`config.mk`:
```
export PLATFORM = sky130hd
export DESIGN_NAME = uart_tx_arbiter
export DESIGN_NICKNAME = d
export VERILOG_FILES = /design/src/rtl/uart_tx_arbiter.sv
export SDC_FILE = /design/constraint.sdc
export NUM_CORES = 1
export LEC_CHECK = 0
export BUFFER_PORTS_ARGS = -buffer_cell sky130_fd_sc_hd__buf_2
export CAP_MARGIN = 15
export CORE_MARGIN = 5
export CORE_UTILIZATION = 40
export CTS_CLUSTER_SIZE = 28
export DETAILED_ROUTE_END_ITERATION = 12
export GPL_ROUTABILITY_DRIVEN = 0
export PLACE_DENSITY = 0.72
export SYNTH_ARGS = -nofsm -noshare
export SYNTH_HDL_FRONTEND = slang
export SYNTH_SLANG_ARGS = --single-unit
```
`constraint.sdc`:
```
create_clock -name clk -period 1.62 [get_ports clk]
set_input_delay 0.162 -clock clk [delete_from_list [all_inputs] [get_ports clk]]
set_output_delay 0.162 -clock clk [all_outputs]
set_load 0.01 [all_outputs]
```
`src/rtl/uart_tx_arbiter.sv`:
```
// uart_tx_arbiter
//   Shares one UART transmitter between N_REQ byte-stream requesters.
//   Round-robin arbitration at packet granularity: once a requester is
//   granted, the grant stays with it until a byte flagged last has been
//   sent, or until MAX_PKT bytes have gone out (MAX_PKT = 0: no cap).
//   Each byte produces one tx_start pulse. The block then waits for
//   tx_done and, between bytes of one packet, idles for GAP cycles.
//
// Ports
//   clk, rst     system clock, asynchronous active-high reset
//   req_valid    per-requester byte valid
//   req_data     per-requester byte, requester i at [i*D_W +: D_W]
//   req_last     per-requester end-of-packet flag
//   req_ready    per-requester accept (valid & ready handshake)
//   tx_start     one-cycle start pulse to the transmitter
//   tx_data      byte to transmit, held until the next load
//   tx_done      transmitter completion pulse (only looked at in WAIT)
//   grant_id     current or most recent granted requester
//   busy         high whenever the FSM is not idle
//
// state  | meaning
// -------+------------------------------------------------------------
// IDLE   | no grant; arbitrate among valid requesters from rr_ptr
// SEND   | grant locked; take next byte from the granted requester
// WAIT   | byte handed to transmitter; wait for tx_done
// GAP    | inter-byte idle time before the next byte of the packet
module uart_tx_arbiter #(
    parameter int D_W     = 8,
    parameter int N_REQ   = 4,
    parameter int GAP     = 0,
    parameter int MAX_PKT = 0
) (
    input  logic                     clk,
    input  logic                     rst,
    input  logic [N_REQ-1:0]         req_valid,
    input  logic [N_REQ*D_W-1:0]     req_data,
    input  logic [N_REQ-1:0]         req_last,
    output logic [N_REQ-1:0]         req_ready,
    output logic                     tx_start,
    output logic [D_W-1:0]           tx_data,
    input  logic                     tx_done,
    output logic [$clog2(N_REQ)-1:0] grant_id,
    output logic                     busy
);
    localparam int ID_W  = $clog2(N_REQ);
    localparam int CNT_W = $clog2(MAX_PKT + 2);
    localparam int GAP_W = $clog2(GAP + 2);

    typedef enum logic [1:0] {
        S_IDLE = 2'd0,
        S_SEND = 2'd1,
        S_WAIT = 2'd2,
        S_GAP  = 2'd3
    } state_t;

    state_t            state_q, state_d;
    logic [ID_W-1:0]   rr_ptr_q, rr_ptr_d;
    logic [ID_W-1:0]   grant_q, grant_d;
    logic [CNT_W-1:0]  cnt_q, cnt_d;
    logic              last_q, last_d;
    logic [GAP_W-1:0]  gap_q, gap_d;
    logic              tx_start_q, tx_start_d;
    logic [D_W-1:0]    tx_data_q, tx_data_d;
    logic              busy_q, busy_d;

    logic [D_W-1:0]    req_bytes [N_REQ];
    logic              arb_found;
    logic [ID_W-1:0]   arb_idx;
    int                arb_sum;
    logic              cap_hit;

    always_comb begin
        for (int i = 0; i < N_REQ; i++) begin
            req_bytes[i] = req_data[i*D_W +: D_W];
        end
    end

    // Scan offsets from the far end down so the smallest offset from
    // rr_ptr is the last one written and therefore wins.
    always_comb begin
        arb_found = 1'b0;
        arb_idx   = '0;
        arb_sum   = 0;
        for (int i = N_REQ - 1; i >= 0; i--) begin
            arb_sum = int'(rr_ptr_q) + i;
            if (arb_sum >= N_REQ) begin
                arb_sum = arb_sum - N_REQ;
            end
            if (req_valid[ID_W'(arb_sum)]) begin
                arb_found = 1'b1;
                arb_idx   = ID_W'(arb_sum);
            end
        end
    end

    // The byte being accepted now is the MAX_PKT-th of this grant.
    assign cap_hit = (MAX_PKT != 0) && (cnt_q == CNT_W'(MAX_PKT - 1));

    always_comb begin
        req_ready = '0;
        if (state_q == S_SEND) begin
            req_ready[grant_q] = req_valid[grant_q];
        end
    end

    always_comb begin
        state_d    = state_q;
        rr_ptr_d   = rr_ptr_q;
        grant_d    = grant_q;
        cnt_d      = cnt_q;
        last_d     = last_q;
        gap_d      = gap_q;
        tx_start_d = 1'b0;
        tx_data_d  = tx_data_q;
        unique case (state_q)
            S_IDLE: begin
                if (arb_found) begin
                    grant_d = arb_idx;
                    cnt_d   = '0;
                    state_d = S_SEND;
                end
            end
            S_SEND: begin
                if (req_valid[grant_q]) begin
                    tx_data_d  = req_bytes[grant_q];
                    tx_start_d = 1'b1;
                    last_d     = req_last[grant_q] || cap_hit;
                    cnt_d      = cnt_q + 1'b1;
                    state_d    = S_WAIT;
                end
            end
            S_WAIT: begin
                if (tx_done) begin
                    if (last_q) begin
                        state_d  = S_IDLE;
                        rr_ptr_d = (grant_q == ID_W'(N_REQ - 1)) ? '0 : grant_q + 1'b1;
                    end else if (GAP == 0) begin
                        state_d = S_SEND;
                    end else begin
                        gap_d   = GAP_W'(GAP - 1);
                        state_d = S_GAP;
                    end
                end
            end
            S_GAP: begin
                if (gap_q == '0) begin
                    state_d = S_SEND;
                end else begin
                    gap_d = gap_q - 1'b1;
                end
            end
            default: begin
                state_d = S_IDLE;
            end
        endcase
        busy_d = (state_d != S_IDLE);
    end

    always_ff @(posedge clk or posedge rst) begin
        if (rst) begin
            state_q    <= S_IDLE;
            rr_ptr_q   <= '0;
            grant_q    <= '0;
            cnt_q      <= '0;
            last_q     <= 1'b0;
            gap_q      <= '0;
            tx_start_q <= 1'b0;
            tx_data_q  <= '0;
            busy_q     <= 1'b0;
        end else begin
            state_q    <= state_d;
            rr_ptr_q   <= rr_ptr_d;
            grant_q    <= grant_d;
            cnt_q      <= cnt_d;
            last_q     <= last_d;
            gap_q      <= gap_d;
            tx_start_q <= tx_start_d;
            tx_data_q  <= tx_data_d;
            busy_q     <= busy_d;
        end
    end

    assign tx_start = tx_start_q;
    assign tx_data  = tx_data_q;
    assign grant_id = grant_q;
    assign busy     = busy_q;

endmodule

```
==> results.tsv, run 1 <==
stage	metric	value	unit
timing	fmax	0.547	GHz
routing	wire_per_inst	14.0	um
job	max_cap_violations	0	
setup_path	crit_fanout	5	
setup_path	cp_cell_sequence	inv_1 -> or4_4 -> o41ai_4 -> and2_1 -> buf_2	
placed_design	dpl_cell_area	1430	sq um
finish	stdcell_count	184	
min_path	worstHoldStart	tx_done	
synth	synth-main-ff-cell	dfrtp_1	
routing	drt_wl_total	2580	um
timing	clock_skew	0.00330	ns
synth	syn_avg_cell_area	12.6	sq um
finish	antenna_cells	0	
synth	synth_seq_cells	17	
setup_path	cp-end-kind	output pin	
routing	num_vias	967	
placed_design	dp.cells	177	
timing	slew_viol_final	0	
timing	rsz0062_at_grt	true	
cts	cts.clk_slew.worst_paths	0.09	ns
global_routing	antenna_found_initial	0	
setup_path	cp_num_buf_inv	2	
routing	wirelength_met1	919	um
placed_design	io_buffers	58	
timing	hold_viol	0	
synth	seq_area_frac_synth	0.394	
power	cellPowerDensity	1510	nW/um^2
routing	first_pass_iters	3	
setup_path	start_kind	flip-flop	
finish	final_layout_size_suffix_gt1_frac	0.591	
power	vdd_drop_max	754	uV
cts	cts_root_buf	clkbuf_4	
routing	met3WireLength	376	um
finish	nNetsFinal	202	
routing	drc_errors	0	
timing	tightest_slew	0.605	ns
cts	cts_buffer_depth	2	
power	power_leakage	0.000739	uW
synth	synth_edf_count	0	
synth	syn_inst	86	
setup_path	worst_ep_arrival_time	1.67	ns
synth	netlist_area	1080	sq um
cts	h-tree-depth	1	
floorplanning	die_w	62.0	um
floorplanning	rows	18	
floorplanning	fp.dieH	62.0	um
setup_path	critical_path.max_stage_delay	0.54	ns
routing	initialDrtViolationCount	16	
synth	ys_async_sr_fraction	1.00	
cts	cts_buffers	3	
floorplanning	ioPinCount	59	
synth	synth_most_common_cell	dfrtp_1	
cts	cts_tree	done	
timing	max_slew_margin	0.596	
synth	synth_common_cells	17 x dfrtp_1, 9 x mux4_2, 7 x mux2_2	
global_routing	first_global_vias	1000	
finish	syn_to_final_growth	37.4	%
timing	fin_crit	1.83	ns
synth	ys.warnings.count	0	
routing	via_per_inst	5.26	
cts	clock-sinks	17	
global_routing	grt_pass1_wl	4060	um
routing	wl_met2	1250	um
floorplanning	core	2520	sq um
setup_path	crit_family	simple AND/OR/NAND/NOR gates	
cts	clock_latency	0.29	ns
global_routing	grt_use_total	0.143	
min_path	min_path_type	input pin to flip-flop	
setup_path	crit_required	1.46	ns
synth	synth.top_cell.area_share	0.394	
finish	fill_cells	221	
floorplanning	start_util	0.429	
synth	synth_top_cells_by_area	dfrtp_1 39%, mux4_2 19%, mux2_2 7.3%	
finish	design_area	1490	sq um
setup_path	critPathLaunch	state_q[0]	
timing	period_share	1.13	
synth	synth_cell_type_count	30	
floorplanning	dieArea	3840	sq um
setup_path	criticalPathCategory	flip-flop to output pin	
setup_path	critPathSlowestCell	or4_4	
run_status	status	finished with violations	
setup_path	rr_startpoint	state_q[0]	
synth	synth.largest_area_cell	dfrtp_1	
routing	highest_layer	met4	
run_status	violations	setup timing	
global_routing	grt_max_degree	18	
synth	syn_nets	133	
timing	fin_ws	-0.208	ns
routing	ant_nets	0	
placed_design	dp_hpwl	2170	um
timing	finalSetupViolCount	13	
global_routing	grt_overflow_total	0	
[per-layer routing]
layer,global-route usage,up-vias
li1,-,455
met1,0.154,458
met2,0.274,49
met3,0.0310,5
met4,0.0455,0
met5,0,-
[sequential cells by signal, indices dropped and copies added (netlist names)]
register,count
busy,1
grant_id,2
last_q,1
rr_ptr_q,2
state_q,2
tx_data,8
tx_start,1
[cells by family after synthesis]
kind of cell	after synthesis	synth area share
flip-flops	17	0.394
multiplexers	21	0.310
buffers and inverters	11	0.0532
AND/OR/NAND/NOR	22	0.112
AO/OA/AOI/OAI	11	0.0845
adder cells (fa/ha/maj)	4	0.0463
[power breakdown]
group	internal (uW)	leakage [uW]	switching, uW	total [uW]
sequential	624	0.000202	125	748
clock	95.7	0.0000150	121	217
combinational	700	0.000522	575	1280
[worst register-to-register path, cell delays in order (launching register included)]
cell and delay, ns:
dfrtp_1 0.36, inv_1 0.09, or4_4 0.54, o41ai_4 0.09, buf_4 0.27, mux2_2 0.35
[through the flow]
| step | TNS [ns] | util | setup WS (ns) | hold slack (ns) | power [uW] |
|---|---|---|---|---|---|
| finish | -2.50 | 0.589 | -0.208 | 0.185 | 2240 |
| global route | -3.49 | 0.589 | -0.291 | 0.255 | 2430 |
| CTS | -2.56 | 0.589 | -0.217 | 0.176 | 2270 |
| detailed placement | -3.41 | 0.568 | -0.279 | 0.266 | 2020 |
| global placement | -2.55 | 0.568 | -0.210 | 0.268 | 1980 |
| floorplan | -1.70 | - | -0.211 | 0.0881 | 1630 |
[final timing paths]
| check | cells past startpoint | slack (ns) | to |
|---|---|---|---|
| max | 5 | -0.21 | req_ready[3] |
| min | 4 | 0.18 | busy |
| max reg2reg | 5 | -0.19 | tx_data[5] |
| min reg2reg | 1 | 0.49 | tx_data[3] |
| max in group asynchronous | 3 | 0.74 | rr_ptr_q[1] |
| min in group asynchronous | 3 | 0.49 | tx_data[1] |
[final cells by class]
class | count | area (sq um) | area share
Sequential cell | 17 | 425 | 0.286
Timing Repair Buffer | 69 | 375 | 0.253
Inverter | 6 | 22.5 | 0.0152
Clock buffer | 4 | 26.3 | 0.0177
Tap cell | 30 | 37.5 | 0.0253
Multi-Input combinational cell | 58 | 598 | 0.403
[placed cells by master, fill, tap and decap left out]
cell type      instances
inv_1                  5
mux2i_1                2
dlygate4sd3_1          1
nor4_1                 1
o32ai_1                1
mux2_2                 7
buf_4                 10
nor2b_1                3
or4_4                  1
a31o_2                 1
inv_2                  1
a21oi_1                2
and2_1                 4
o221ai_1               1
clkbuf_4               3
ha_1                   4
dfrtp_1               17
mux4_2                 9
nand2_1                6
mux2_1                 3
nand3_1                1
o21ai_0                4
o41ai_4                1
clkbuf_1               1
nand2b_1               1
or3_1                  1
nor2_1                 2
and3_1                 1
nand4_1                1
o31ai_1                1
buf_2                 58
[timing repair]
action | in CTS | in global routing
pin swaps | 1 | 1
resized for setup | 0 | 0
hold buffers | 1 | 0
endpoints found under the hold margin | 17 | 0
setup endpoints to repair | 15 | 13
setup buffers | 2 | 0
Note: power is estimated with default switching activity, not from simulation.
==> inputs of run 2 (changes only) <==
--- a/config.mk
+++ b/config.mk
@@ -8,11 +8,12 @@
 export BUFFER_PORTS_ARGS = -buffer_cell sky130_fd_sc_hd__buf_2
 export CAP_MARGIN = 15
 export CORE_MARGIN = 5
-export CORE_UTILIZATION = 40
+export CORE_UTILIZATION = 41
+export CTS_BUF_LIST = sky130_fd_sc_hd__clkbuf_8
 export CTS_CLUSTER_SIZE = 28
 export DETAILED_ROUTE_END_ITERATION = 12
 export GPL_ROUTABILITY_DRIVEN = 0
-export PLACE_DENSITY = 0.72
+export PLACE_DENSITY = 0.73
 export SYNTH_ARGS = -nofsm -noshare
 export SYNTH_HDL_FRONTEND = slang
 export SYNTH_SLANG_ARGS = --single-unit
==> run 2 against run 1 <==
Effect of this change: the run ends with hold timing, setup timing left; clock-buffer cell count decreased by 1; setup slack got worse by 0.061 ns; register-to-register slack got worse by 0.08 ns; sequential cell count unchanged; critical path type is now flip-flop to flip-flop; highest routed layer unchanged; via count decreased by 1.0%.
==> results.tsv, run 2 (synthesis results as in run 1) <==
stage	metric	value	unit
timing	whs	-0.0138	ns
cts	clock_latency	0.25	ns
power	cellPowerDensity	1630	nW/um^2
cts	cts_buffer_depth	2	
routing	initialDrtViolationCount	17	
finish	final_common_cell	buf_2	
placed_design	dp_hpwl	2200	um
global_routing	grt_max_degree	18	
timing	rsz0062_at_grt	true	
setup_path	start_kind	flip-flop	
timing	fmax	0.529	GHz
cts	cts_root_buf	clkbuf_8	
floorplanning	rows	18	
floorplanning	die_w	61.4	um
timing	fin_ws	-0.270	ns
timing	hold_viol	17	
routing	wire_per_inst	14.9	um
cts	cts_tree	done	
job	max_cap_violations	0	
timing	fin_crit	1.89	ns
setup_path	crit_required	1.75	ns
routing	drt_wl_total	2790	um
timing	clock_skew	0.00400	ns
routing	num_vias	957	
setup_path	rr_endpoint	tx_data[5]	
cts	clock-sinks	17	
finish	mostFrequentLayoutCells	58 x buf_2, 16 x dfrtp_1, 12 x buf_4, 9 x mux4_2	
setup_path	worst_ep_arrival_time	2.02	ns
timing	finalSetupViolCount	15	
cts	h-tree-depth	1	
setup_path	criticalPathCategory	flip-flop to flip-flop	
cts	cts_buffers	3	
global_routing	top_usage_layer	met2	
floorplanning	core	2500	sq um
floorplanning	dieArea	3760	sq um
finish	design_area	1550	sq um
finish	fill_cells	208	
global_routing	met2_usage	0.278	
setup_path	rrSetupSlack	-0.27	ns
timing	slew_viol_final	0	
cts	cts.clk_slew.worst_paths	0.07	ns
routing	ant_nets	0	
timing	period_share	1.17	
floorplanning	fp.dieH	61.4	um
finish	nNetsFinal	205	
floorplanning	start_util	0.432	
global_routing	grtUsageMet3	0.0335	
routing	first_pass_iters	4	
power	power_leakage	0.000782	uW
run_status	status	finished with violations	
global_routing	grt_use_total	0.149	
finish	largest_reg_flops	8	
placed_design	io_buffers	58	
timing	tightest_slew	0.629	ns
floorplanning	ioPinCount	59	
timing	max_slew_margin	0.580	
global_routing	first_global_vias	1002	
placed_design	dpl_cell_area	1440	sq um
finish	multi_input_area	613	sq um
setup_path	crit_fanout	7	
finish	final_layout_size_suffix_gt1_frac	0.631	
run_status	violations	hold timing, setup timing	
routing	via_per_inst	5.12	
routing	drc_errors	0	
global_routing	grt_use_met1	0.165	
min_path	min_path_type	input pin to async pin	
setup_path	rr_startpoint	grant_id[0]	
finish	antenna_cells	0	
finish	final-seq-area	427	sq um
global_routing	grt_pass1_wl	4150	um
global_routing	antenna_found_initial	0	
setup_path	cp-end-kind	flip-flop	
setup_path	rr_worst_depth	7	
global_routing	grt_overflow_total	0	
finish	syn_to_final_growth	43.2	%
power	vdd_drop_max	846	uV
run 2: stage by stage:
step	cells	setup slack (ns)	setup TNS, ns	power, uW	util
2_1_floorplan	86	-0.211	-1.70	1630	-
3_3_place_gp	178	-0.192	-2.32	1990	0.577
3_5_place_dp	178	-0.271	-3.28	2040	0.577
4_1_cts	185	-0.247	-2.57	2470	0.610
5_1_grt	187	-0.328	-4.05	2710	0.619
6_report	187	-0.270	-3.10	2520	0.619
run 2: final cells by class:
cell class	count	share of cell area
repair buffers	72	0.260
multi-input cells	58	0.396
inverters	6	0.0146
clock buffers	3	0.0267
well taps	30	0.0243
flip-flops and latches	17	0.276
clock inverters	1	0.00243
run 2: worst max path at each step:
stage,from,to,slack (ns),cells after the start
after floorplan,grant_id[0],tx_data[3],-0.21,6
after global routing,grant_id[0],tx_data[1],-0.33,7
after global placement,grant_id[1],tx_data[5],-0.19,2
final,grant_id[0],tx_data[5],-0.27,7
after CTS,grant_id[0],req_ready[0],-0.25,6
after detailed placement,grant_id[1],tx_data[5],-0.27,2
run 2: routing by layer:
metal / part of all wire / wire length, um
met4: 0.018 / 51
met5: 0 / 0
met2: 0.46 / 1290
met1: 0.38 / 1060
met3: 0.14 / 385
run 2: timing repair:
item / in CTS / in global routing
pin swaps: 5 / 3
cloned: 0 / 0
setup buffers: 3 / 3
resized for setup: 5 / 2
setup endpoints to repair: 15 / 13
hold buffers: 0 / 0
run 2: worst max-delay path: stages, from the launching register on:
cell and delay, ns:
dfrtp_1 0.39, buf_6 0.12, mux2i_1 0.10, or4_4 0.43
o41ai_4 0.09, buf_4 0.19, buf_6 0.12, mux2_2 0.33
run 2: power breakdown:
part	switching (uW)	total [uW]	internal (uW)	leakage (uW)
clock network	136	303	168	0.0000269
logic	615	1450	835	0.000554
registers	138	765	627	0.000200
total	889	2520	1630	0.000782
==> inputs of run 3 (changes only) <==
--- a/config.mk
+++ b/config.mk
@@ -8,12 +8,12 @@
 export BUFFER_PORTS_ARGS = -buffer_cell sky130_fd_sc_hd__buf_2
 export CAP_MARGIN = 15
 export CORE_MARGIN = 5
-export CORE_UTILIZATION = 41
+export CORE_UTILIZATION = 42
 export CTS_BUF_LIST = sky130_fd_sc_hd__clkbuf_8
 export CTS_CLUSTER_SIZE = 28
 export DETAILED_ROUTE_END_ITERATION = 12
 export GPL_ROUTABILITY_DRIVEN = 0
-export PLACE_DENSITY = 0.73
+export PLACE_DENSITY = 0.72
 export SYNTH_ARGS = -nofsm -noshare
 export SYNTH_HDL_FRONTEND = slang
 export SYNTH_SLANG_ARGS = --single-unit
==> constraint.sdc (replaced) <==
create_clock -name clk -period 1.9 [get_ports clk]
set_input_delay 0.19 -clock clk [delete_from_list [all_inputs] [get_ports clk]]
set_output_delay 0.19 -clock clk [all_outputs]
set_load 0.01 [all_outputs]
==> run 3 against run 2 <==
Effect of this change: the run ends with setup timing left; sequential cell count stayed put; power fell by 9.8%; die area is 2.0% lower; worst hold slack improved by 0.035 ns; global-route usage up 0.61 points; clock power shrank 16%; sequential power is 16% lower; largest cell class unchanged; clock skew is 0.0030 ns lower; critical path type is now flip-flop to output pin; setup slack improved by 0.17 ns; register-to-register slack improved by 0.21 ns; non-clock buffer count stayed put.
==> results.tsv, run 3 (synthesis results as in run 1) <==
stage	metric	value	unit
run_status	status	finished with violations	
run_status	violations	setup timing	
finish	nNetsFinal	205	
floorplanning	ioPinCount	59	
finish	mostFrequentLayoutCells	58 x buf_2, 17 x dfrtp_1, 10 x buf_4, 9 x mux4_2, 8 x mux2_4	
finish	utilization	0.638	
cts	clock-sinks	17	
floorplanning	start_util	0.436	
job	max_cap_violations	0	
placed_design	io_buffers	58	
power	power_leakage	0.000805	uW
power	p_seq_frac	0.283	
power	p_clk_frac	0.112	
setup_path	criticalPathCategory	flip-flop to output pin	
min_path	min_path_type	input pin to async pin	
timing	fin_ws	-0.101	ns
setup_path	start_kind	flip-flop	
floorplanning	rows	18	
placed_design	dp_hpwl	2240	um
setup_path	crit_family	simple AND/OR/NAND/NOR gates	
timing	whs	0.0210	ns
cts	clock_latency	0.24	ns
routing	num_vias	988	
setup_path	cp_num_cells	7	
cts	cts.clk_slew.worst_paths	0.06	ns
cts	cts_tree	done	
timing	max_slew_margin	0.577	
cts	cts_buffer_depth	2	
setup_path	cp_cell_sequence	buf_6 -> mux2i_1 -> or4_4 -> o41ai_4 -> buf_4 -> and2_1 -> buf_2	
finish	syn_to_final_growth	46.3	%
finish	final_layout_size_suffix_gt1_frac	0.618	
global_routing	antenna_found_initial	0	
setup_path	rr_worst_depth	8	
timing	hold_viol	0	
placed_design	pre_cts_ws	-0.0392	ns
routing	initialDrtViolationCount	17	
finish	largest_reg_flops	8	
floorplanning	die_w	60.7	um
routing	wire_per_inst	15.3	um
finish	design_area	1580	sq um
floorplanning	dieArea	3690	sq um
finish	antenna_cells	0	
routing	drt_wl_total	2870	um
floorplanning	fp.dieH	60.7	um
global_routing	grt_overflow_total	0	
power	p_total	2270	uW
power	p_int	1490	uW
setup_path	worst_ep_arrival_time	1.81	ns
floorplanning	core	2480	sq um
timing	clock_skew	0.000991	ns
cts	h-tree-depth	1	
power	vdd_drop_max	881	uV
setup_path	crit_required	1.71	ns
timing	tightest_slew	0.633	ns
setup_path	cp_num_buf_inv	3	
global_routing	first_global_vias	1045	
setup_path	critPathSlowestCell	or4_4	
global_routing	grt_use_total	0.155	
routing	first_pass_iters	4	
setup_path	cp-end-kind	output pin	
timing	finalSetupViolCount	11	
setup_path	crit_fanout	6	
timing	fmax	0.500	GHz
routing	via_per_inst	5.28	
global_routing	grt_pass1_wl	4360	um
setup_path	rr_startpoint	grant_id[0]	
routing	drc_errors	0	
power	comb_power_share	0.605	
timing	rsz0062_at_grt	true	
timing	fin_crit	2.00	ns
routing	ant_nets	0	
placed_design	dpl_cell_area	1420	sq um
setup_path	rrSetupSlack	-0.06	ns
power	p_sw	786	uW
cts	cts_buffers	3	
power	cellPowerDensity	1440	nW/um^2
finish	final_common_cell	buf_2	
global_routing	grt_max_degree	18	
timing	period_share	1.05	
timing	slew_viol_final	0	
setup_path	critical_path.max_stage_delay	0.43	ns
cts	cts_root_buf	clkbuf_8	
setup_path	rr_endpoint	tx_data[2]	
power	p_sw_frac	0.346	
-- run 3: changes by cell type in the layout (fill, tap and decap cells not counted) --
| cell | change |
|---|---|
| mux2_2 | -5 |
| mux2_4 | +4 |
| buf_4 | -2 |
| buf_12 | +1 |
| buf_8 | +1 |
| dfrtp_1 | +1 |
| dfrtp_2 | -1 |
| mux2_1 | +1 |
-- run 3: power by group through the flow --
stage	logic, uW	registers, uW	clock network [uW]
2_1_floorplan	689	690	0
3_3_place_gp	1030	649	0
3_5_place_dp	1060	659	0
4_1_cts	1180	638	264
5_1_grt	1490	670	282
6_report	1370	643	254
-- run 3: final cells by class --
type | count | area (sq um)
clock buffer | 3 | 41.3
clock inverter | 1 | 3.75
fill | 213 | 896
inverter | 6 | 22.5
multi-input combinational | 58 | 628
sequential | 17 | 425
tap | 30 | 37.5
timing repair buffer | 72 | 423
-- run 3: what timing repair did --
item / CTS / global route
setup buffers: 6 / 2
setup endpoints to repair: 13 / 13
hold buffers: 0 / 0
gates resized for setup: 1 / 11
pin swaps: 1 / 0
hold endpoints to repair: 0 / 0
-- run 3: through the flow --
step | TNS (ns) | cells
2_1_floorplan | 0 | 86
3_3_place_gp | 0 | 175
3_5_place_dp | -0.314 | 175
4_1_cts | -0.409 | 185
5_1_grt | -1.52 | 187
6_report | -0.709 | 187
-- run 3: worst max path at each step --
| stage | start | to | slack [ns] |
|---|---|---|---|
| finish | grant_id[0] | req_ready[1] | -0.10 |
| global route | grant_id[0] | req_ready[1] | -0.19 |
| CTS | grant_id[0] | req_ready[2] | -0.1 |
| detailed placement | grant_id[0] | tx_data[2] | -0.04 |
| global placement | grant_id[0] | req_ready[1] | 0.05 |
| floorplan | grant_id[0] | tx_data[3] | 0.05 |
-- run 3: layer usage --
| metal | track usage | routed length (um) | vias up |
|---|---|---|---|
| li1 | - | - | 464 |
| met1 | 0.171 | 1100 | 477 |
| met2 | 0.307 | 1490 | 43 |
| met3 | 0.0234 | 247 | 4 |
| met4 | 0.0372 | 31 | 0 |
| met5 | 0 | 0 | - |
